==> src/rtl/req_pend_if.sv <==
// Request/offer/acknowledge bundle between the request-capture stage,
// its request sources and the downstream priority encoder.
interface req_pend_if #(parameter int N_REQ = 4);
    logic [N_REQ-1:0]         req_in;
    logic [N_REQ-1:0]         mask;
    logic [N_REQ-1:0]         pend_out;
    logic                     pend_valid;
    logic                     ack;
    logic [$clog2(N_REQ)-1:0] ack_idx;
    logic [N_REQ-1:0]         ovf;
    logic                     ovf_clr;
    logic                     tmo;

    modport master (output req_in, mask, ack, ack_idx, ovf_clr,
                    input  pend_out, pend_valid, ovf, tmo);
    modport slave  (input  req_in, mask, ack, ack_idx, ovf_clr,
                    output pend_out, pend_valid, ovf, tmo);
endinterface

==> src/rtl/req_pend_latch.sv <==
// Rising-edge request capture with sticky pending bits, presented to the
// priority encoder as a frozen snapshot under a valid/ack handshake.
module req_pend_latch #(
    parameter int N_REQ = 4,
    parameter int TMO_W = 8
) (
    input  logic      clk,
    input  logic      rst,
    req_pend_if.slave bus
);
    localparam logic [TMO_W-1:0] CNT_LAST = {TMO_W{1'b1}};

    typedef enum logic {S_IDLE = 1'b0, S_OFFER = 1'b1} state_t;

    state_t           r_state, w_state_nxt;
    logic [N_REQ-1:0] r_req_d, r_pend, r_snap, r_ovf;
    logic [N_REQ-1:0] w_snap_nxt;
    logic [TMO_W-1:0] r_cnt, w_cnt_nxt;
    logic             r_tmo, w_tmo_nxt;
    logic [N_REQ-1:0] w_edge, w_clr, w_unmasked;
    logic             w_ack_ok;

    assign w_edge     = bus.req_in & ~r_req_d;
    assign w_unmasked = r_pend & ~bus.mask;
    // Only an ack naming a bit of the frozen snapshot retires a request.
    assign w_ack_ok   = (r_state == S_OFFER) && bus.ack && r_snap[bus.ack_idx];
    assign w_clr      = w_ack_ok ? (N_REQ'(1) << bus.ack_idx) : '0;

    always_comb begin
        w_state_nxt = r_state;
        w_snap_nxt  = r_snap;
        w_cnt_nxt   = r_cnt;
        w_tmo_nxt   = 1'b0;
        case (r_state)
            S_IDLE: begin
                if (|w_unmasked) begin
                    w_state_nxt = S_OFFER;
                    w_snap_nxt  = w_unmasked;
                    w_cnt_nxt   = '0;
                end
            end
            S_OFFER: begin
                w_cnt_nxt = r_cnt + 1'b1;
                if (w_ack_ok) begin
                    w_state_nxt = S_IDLE;
                end else if (w_cnt_nxt == CNT_LAST) begin
                    // Abandon after 2^TMO_W-1 offer cycles; an ack on that cycle wins.
                    w_state_nxt = S_IDLE;
                    w_tmo_nxt   = 1'b1;
                end
            end
            default: w_state_nxt = S_IDLE;
        endcase
    end

    always_ff @(posedge clk or posedge rst) begin
        if (rst) begin
            r_state <= S_IDLE;
            r_req_d <= '0;
            r_pend  <= '0;
            r_snap  <= '0;
            r_ovf   <= '0;
            r_cnt   <= '0;
            r_tmo   <= 1'b0;
        end else begin
            r_state <= w_state_nxt;
            r_req_d <= bus.req_in;
            // New edges take priority over the acknowledge clear.
            r_pend  <= (r_pend & ~w_clr) | w_edge;
            r_ovf   <= (r_ovf & ~{N_REQ{bus.ovf_clr}}) | (w_edge & r_pend & ~w_clr);
            r_snap  <= w_snap_nxt;
            r_cnt   <= w_cnt_nxt;
            r_tmo   <= w_tmo_nxt;
        end
    end

    assign bus.pend_valid = (r_state == S_OFFER);
    assign bus.pend_out   = (r_state == S_OFFER) ? r_snap : '0;
    assign bus.ovf        = r_ovf;
    assign bus.tmo        = r_tmo;
endmodule

==> src/flat_wrapper.sv <==
// flat-port wrapper written by rule: the top's interface ports become plain ports
module req_pend_latch_flat 
#(
    parameter int N_REQ = 4,
    parameter int TMO_W = 8
)
  (clk, rst, bus_req_in, bus_mask, bus_ack, bus_ack_idx, bus_ovf_clr, bus_pend_out, bus_pend_valid, bus_ovf, bus_tmo);
  req_pend_if #(.N_REQ(N_REQ)) bus_i ();
  input  logic clk;
  input  logic rst;
  input wire logic [$bits(bus_i.req_in)-1:0] bus_req_in;
  input wire logic [$bits(bus_i.mask)-1:0] bus_mask;
  input wire logic [$bits(bus_i.ack)-1:0] bus_ack;
  input wire logic [$bits(bus_i.ack_idx)-1:0] bus_ack_idx;
  input wire logic [$bits(bus_i.ovf_clr)-1:0] bus_ovf_clr;
  output wire logic [$bits(bus_i.pend_out)-1:0] bus_pend_out;
  output wire logic [$bits(bus_i.pend_valid)-1:0] bus_pend_valid;
  output wire logic [$bits(bus_i.ovf)-1:0] bus_ovf;
  output wire logic [$bits(bus_i.tmo)-1:0] bus_tmo;
  assign bus_i.req_in = bus_req_in;
  assign bus_i.mask = bus_mask;
  assign bus_i.ack = bus_ack;
  assign bus_i.ack_idx = bus_ack_idx;
  assign bus_i.ovf_clr = bus_ovf_clr;
  assign bus_pend_out = bus_i.pend_out;
  assign bus_pend_valid = bus_i.pend_valid;
  assign bus_ovf = bus_i.ovf;
  assign bus_tmo = bus_i.tmo;
  req_pend_latch #(.N_REQ(N_REQ), .TMO_W(TMO_W)) u_core (.clk(clk), .rst(rst), .bus(bus_i));
endmodule
==> config.mk <==
export PLATFORM = sky130hd
export DESIGN_NAME = req_pend_latch_flat
export DESIGN_NICKNAME = d
export VERILOG_FILES = /design/src/rtl/req_pend_if.sv /design/src/rtl/req_pend_latch.sv /design/src/flat_wrapper.sv
export SDC_FILE = /design/constraint.sdc
export NUM_CORES = 1
export LEC_CHECK = 0
export CORE_MARGIN = 2
export CORE_UTILIZATION = 40
export DETAILED_ROUTE_END_ITERATION = 10
export GPL_TIMING_DRIVEN = 0
export PLACE_DENSITY = 0.75
export SYNTH_ARGS = -nofsm -noshare
export SYNTH_HDL_FRONTEND = slang
export SYNTH_SLANG_ARGS = --single-unit
==> constraint.sdc <==
create_clock -name clk -period 1.35 [get_ports clk]
set_input_delay 0.2025 -clock clk [delete_from_list [all_inputs] [get_ports clk]]
set_output_delay 0.2025 -clock clk [all_outputs]
set_load 0.01 [all_outputs]
; Word level (Yosys, flattened, before mapping)
; Index checks and enable logic that the tools add are counted.
[op_classes]
n_mux = 13
n_addsub = 1
magnitude_cmp = 1
bitwise_logic = 13
reduce_logical = 4
eq_ne = 2
n_shift = 1
[ops]
columns = cell, n
row1 = AND 4 bit, 6
row2 = inverter 4 bit, 4
row3 = case mux 8 bit (2 select lines), 1
row4 = adder 8 x 1 -> 8 bit (second input constant), 1
row5 = == test 8 bit (second input constant), 1
row6 = two-way mux 4 bit, 2
row7 = two-way mux 8 bit, 1
row8 = OR 4 bit, 2
row9 = two-way mux 1 bit, 7
row10 = OR reduction 4 bit, 1
row11 = left shift 1 x 2 -> 4 bit (first input constant), 1
row12 = less-than comparator 2 x 3 -> 1 bit (second input constant), 1
row13 = binary-select mux 1 bit (select 2 bit), 1
row14 = logical AND 1 bit, 2
row15 = != test 2 x 1 -> 1 bit (second input constant), 1
row16 = case mux 1 bit (2 select lines), 1
row17 = AND reduction 2 bit, 1
row18 = inverter 1 bit, 1
[word_totals]
output_inout_bits = 10
regBits = 26
in_bits = 14
word_cells = 42

; Depth between registers and ports, before layout
[depth]
word_depth = 7
depth_mapped = 5
depth_no_buf = 5

; Worst setup path after synthesis
; No wires, ideal clock.
[synth_timing]
path_type = reg2reg
from = register u_core.r_cnt[0]
to = register u_core.r_tmo, in the netlist u_core.bus.tmo
setup_ns = 0.067
n_path_buf = 0
t_required_ns = 1.283
slack_ns = 0.005
stages_incl_launch_ff = 5
period_less_slack_ns = 1.345
t_arrival_ns = 1.278
path_cell_list = dfrtp_1 -> nand4_2 -> or3_1 -> a211oi_2 -> and3_1
[synth_between]
elab_chain_cells = 5
[synth_lines]
columns = element, line
row1 = from (decl), req_pend_latch.sv:18  ; logic [TMO_W-1:0] r_cnt, w_cnt_nxt;
row2 = from (signal assigned), req_pend_latch.sv:72  ; r_cnt <= w_cnt_nxt;
row3 = adder 8 x 1 -> 8 bit, req_pend_latch.sv:43  ; w_cnt_nxt = r_cnt + 1'b1;
row4 = == test 8 bit, req_pend_latch.sv:46  ; end else if (w_cnt_nxt == CNT_LAST) begin
row5 = two-way mux 1 bit, req_pend_latch.sv:46
row6 = two-way mux 1 bit, req_pend_latch.sv:44  ; if (w_ack_ok) begin
row7 = two-way mux 1 bit, req_pend_latch.sv:34  ; case (r_state)
row8 = named net u_core.w_tmo_nxt, req_pend_latch.sv:19  ; logic r_tmo, w_tmo_nxt;
row9 = to (signal assigned), req_pend_latch.sv:73  ; r_tmo <= w_tmo_nxt;
row10 = to (decl), req_pend_latch.sv:19
; The timed path passes the listed nets, and every way through them passes these cells.
; A chain may end at the register's enable or synchronous reset.

; Worst setup path after layout
[layout_timing]
from = register u_core.r_state, in the netlist u_core.bus.pend_valid
to = output port bus_pend_out[1]
[layout_between]
elab_chain_cells = 1
[layout_lines]
columns = element, line
row1 = from (decl), req_pend_latch.sv:15  ; state_t r_state, w_state_nxt;
row2 = from (signal assigned), req_pend_latch.sv:66  ; r_state <= w_state_nxt;
row3 = two-way mux 4 bit, req_pend_latch.sv:78  ; assign bus.pend_out = (r_state == S_OFFER) ? r_snap : '0;
row4 = to (decl), flat_wrapper.sv:16  ; output wire logic [$bits(bus_i.pend_out)-1:0] bus_pend_out;
; No other way between the ends.

==> out/qor.txt <==
Status: finished, violations left
Failing checks: setup timing
DRC: 0
Placed Instances: 163
Num CTS Buffers: 3
Most frequent cell after synthesis: dfrtp_1
Register bit count reported by yosys: 26
Fin. Hold Viols: 0
Total nets after synthesis: 125
Final critical-path required period: 1.50 ns
Unique cell type count in the Yosys netlist: 29
Worst EP required: 1.15 ns
Worst-path clk slew: 0.14 ns
Synth area leader: dfrtp_1
H-tree levels: 1
CP Launch Type: register
Io pins: 24
Non-Filler Instances: 182
Synth area leaders: dfrtp_1, nand2b_1, nand2_1, o21ai_0, xor2_1
Via count: 1,010
Drt via density: 5.55
Util after Layout: 63.7%
Max Clock Freq: 0.669 GHz
CTS tree: yes
CTS sink cnt: 26
Setup ws final: -0.146 ns
Detail Route Antenna Nets: 0
Clock Latency Late Sink: 0.32 ns
Vias in the first global route: 1,061
CP endpoint kind: output port
Root buffer cell: clkbuf_4
Post-synth EDFFs: 0
Cell Pwr Density: 706 nW/um2
Global-route usage over all layers: 18.1%
Fill cells: 216
Syn Inst Count: 109
Hold crit path type: in2reg
Relative slew slack: 34.7%
Post-synth top cells: dfrtp_1, nand2_1, inv_1, nand2b_1, o21ai_0
Max clock buf depth: 2
Initial antenna violation count: 0
Footprint of the multi-input gates: 633 um2
Unrepaired setup endpoints after global routing: true
CP Class: reg2out
Final Setup Violations: 7
Setup Skew: 0.00929 ns
DP HPWL: 1900 um
Final period utilization: 111%
Final Wtd Congestion: 0.719
GRT overflow: 0
Slew at the pin with the worst max-slew slack: 0.978 ns
Largest net degree at the start of global routing: 27
Area growth syn-to-layout: 51.0%
Max_cap viols: 0
Die Width: 58.1 um
Sequential cell area: 653 um2
Post-Route WL: 2880 um
# nets final: 169
Global-route wire length before repair: 4700 um
Wire per inst: 15.8 um
Crit path DAT: 1.29 ns
Crit-path max FO: 7
Setup total negative slack: -0.733 ns
Register area share after synthesis: 55.5%
Syn_area_per_cell: 10.8 um2
Mapped cell area: 1170 um2
P_leak: 0.779 nW
Final number of max-transition violations: 0
Post-synthesis async set-or-reset flop share: 100%
Core area: 2780 um2
DRT iter0 DRCs: 18
Die area: 3380 um2
Worst VDD drop: 0.000645 V
Buffers on Ports: 23
Synth Flop Type: dfrtp_1
Ratio of cells with drive above 1 in the final layout: 35.1%
Synth Warn #: 0
Antenna diodes: 0
Yosys top cell area share: 55.5%
Height of the die: 58.1 um
Starting Density: 42.2%
Drt first pass iters: 4
Cell Rows: 19
# hold bufs at CTS: 0
-- through the flow --
stage                     hold WS (ns)  area (um2)  power (mW)  worst slack [ns]
after floorplan                  0.234        1170       0.860           0.00533
after global placement           0.480        1440       0.935            -0.553
final                            0.327        1770        1.25            -0.146
after CTS                        0.332        1640        1.24            -0.153
after detailed placement         0.508        1440       0.939            -0.562
after global routing             0.321        1770        1.31            -0.198
-- cell type report --
type                            instances  area share [%]
Buffer                                  2            2.26
Clock buffer                            3            1.27
Inverter                                9            2.12
Multi-Input combinational cell         72            35.8
Sequential cell                        26            36.9
Tap cell                               31            2.19
Timing Repair Buffer                   39            19.5
-- cell families (layout without fill, tap and decap cells) --
| logic type | Yosys count | count (layout) | synth area share, % |
|---|---|---|---|
| adders and majority gates | 2 | 2 | 2.13 |
| DFF | 26 | 26 | 55.5 |
| muxes | 2 | 2 | 2.88 |
| AOI/OAI and AO/OA | 25 | 25 | 15.2 |
| buffers and inverters | 11 | 53 | 3.52 |
| xor gates and xnor gates | 5 | 5 | 3.74 |
| and+or+nand+nor | 38 | 38 | 17.1 |
-- state kept, by name (all words and copies together), names as in the netlist --
signal	cells
u_core.bus.tmo	1
u_core.bus.pend_valid	1
u_core.bus.ovf	4
u_core.r_req_d	4
u_core.r_pend	4
u_core.r_cnt	8
u_core.r_snap	4
-- critical path, cell delays in order, from the launching register on --
cell       delay, ns
dfrtp_1         0.43
buf_8           0.14
clkbuf_16       0.15
and2_4          0.15
buf_6           0.11
-- worst paths after layout --
check                           depth (start not counted)  slack [ns]                           end                             from
worst max register to register                          5       -0.12      u_core.bus.tmo$_DFF_PP0_      u_core.r_cnt[1]$_DFFE_PP0P_
worst max-delay path                                    4       -0.15               bus_pend_out[1]  u_core.bus.pend_valid$_DFF_PP0_
worst min register to register                          2        0.52    u_core.r_pend[0]$_DFF_PP0_      u_core.r_req_d[0]$_DFF_PP0_
worst min-delay path                                    1        0.33   u_core.r_req_d[2]$_DFF_PP0_                    bus_req_in[2]
max in group asynchronous                               2        0.31   u_core.r_cnt[1]$_DFFE_PP0P_                              rst
min in group asynchronous                               2        0.39  u_core.r_snap[0]$_DFFE_PP0P_                              rst
-- layer usage --
layer / share of wire, % / vias up / wire length, um / GRT usage, %
met5: 0 / - / 0 / 0
met4: 2.2 / 0 / 62 / 7.64
met3: 4.8 / 7 / 138 / 3.57
met2: 53 / 30 / 1510 / 34.3
met1: 40 / 507 / 1160 / 19.4
li1: - / 466 / - / -
-- layout by cell type, fill, tap and decap left out, drive strengths merged, types with 2 or more instances in the layout --
master         synthesis  routed
a21oi                  2       2
buf                    0      21
nand4                  3       3
nand2                 12      12
a22o                   4       4
dlygate4sd2            0       6
clkbuf                 2       4
o22ai                  4       4
o2bb2ai                3       3
xor2                   4       4
dfrtp                 26      26
and2                   4       4
ha                     2       2
inv                    9       8
nand2b                 9       9
clkdlybuf4s50          0      12
nand3                  4       4
o21ai                  7       7
nor2                   4       4
-- repair_timing --
action | in CTS | in global routing
endpoints found under the setup margin | 19 | 18
buffers inserted | 14 | 2
pin swaps | 8 | 11
gates resized for setup | 44 | 27
-- report_power, final --
group          switching, mW  leakage, nW  internal [mW]
clock network          0.223       0.0138          0.105
registers            0.00735        0.291          0.796
logic                 0.0600        0.475         0.0579
total                  0.291        0.779          0.958
Note: power is estimated with default switching activity, not from simulation.
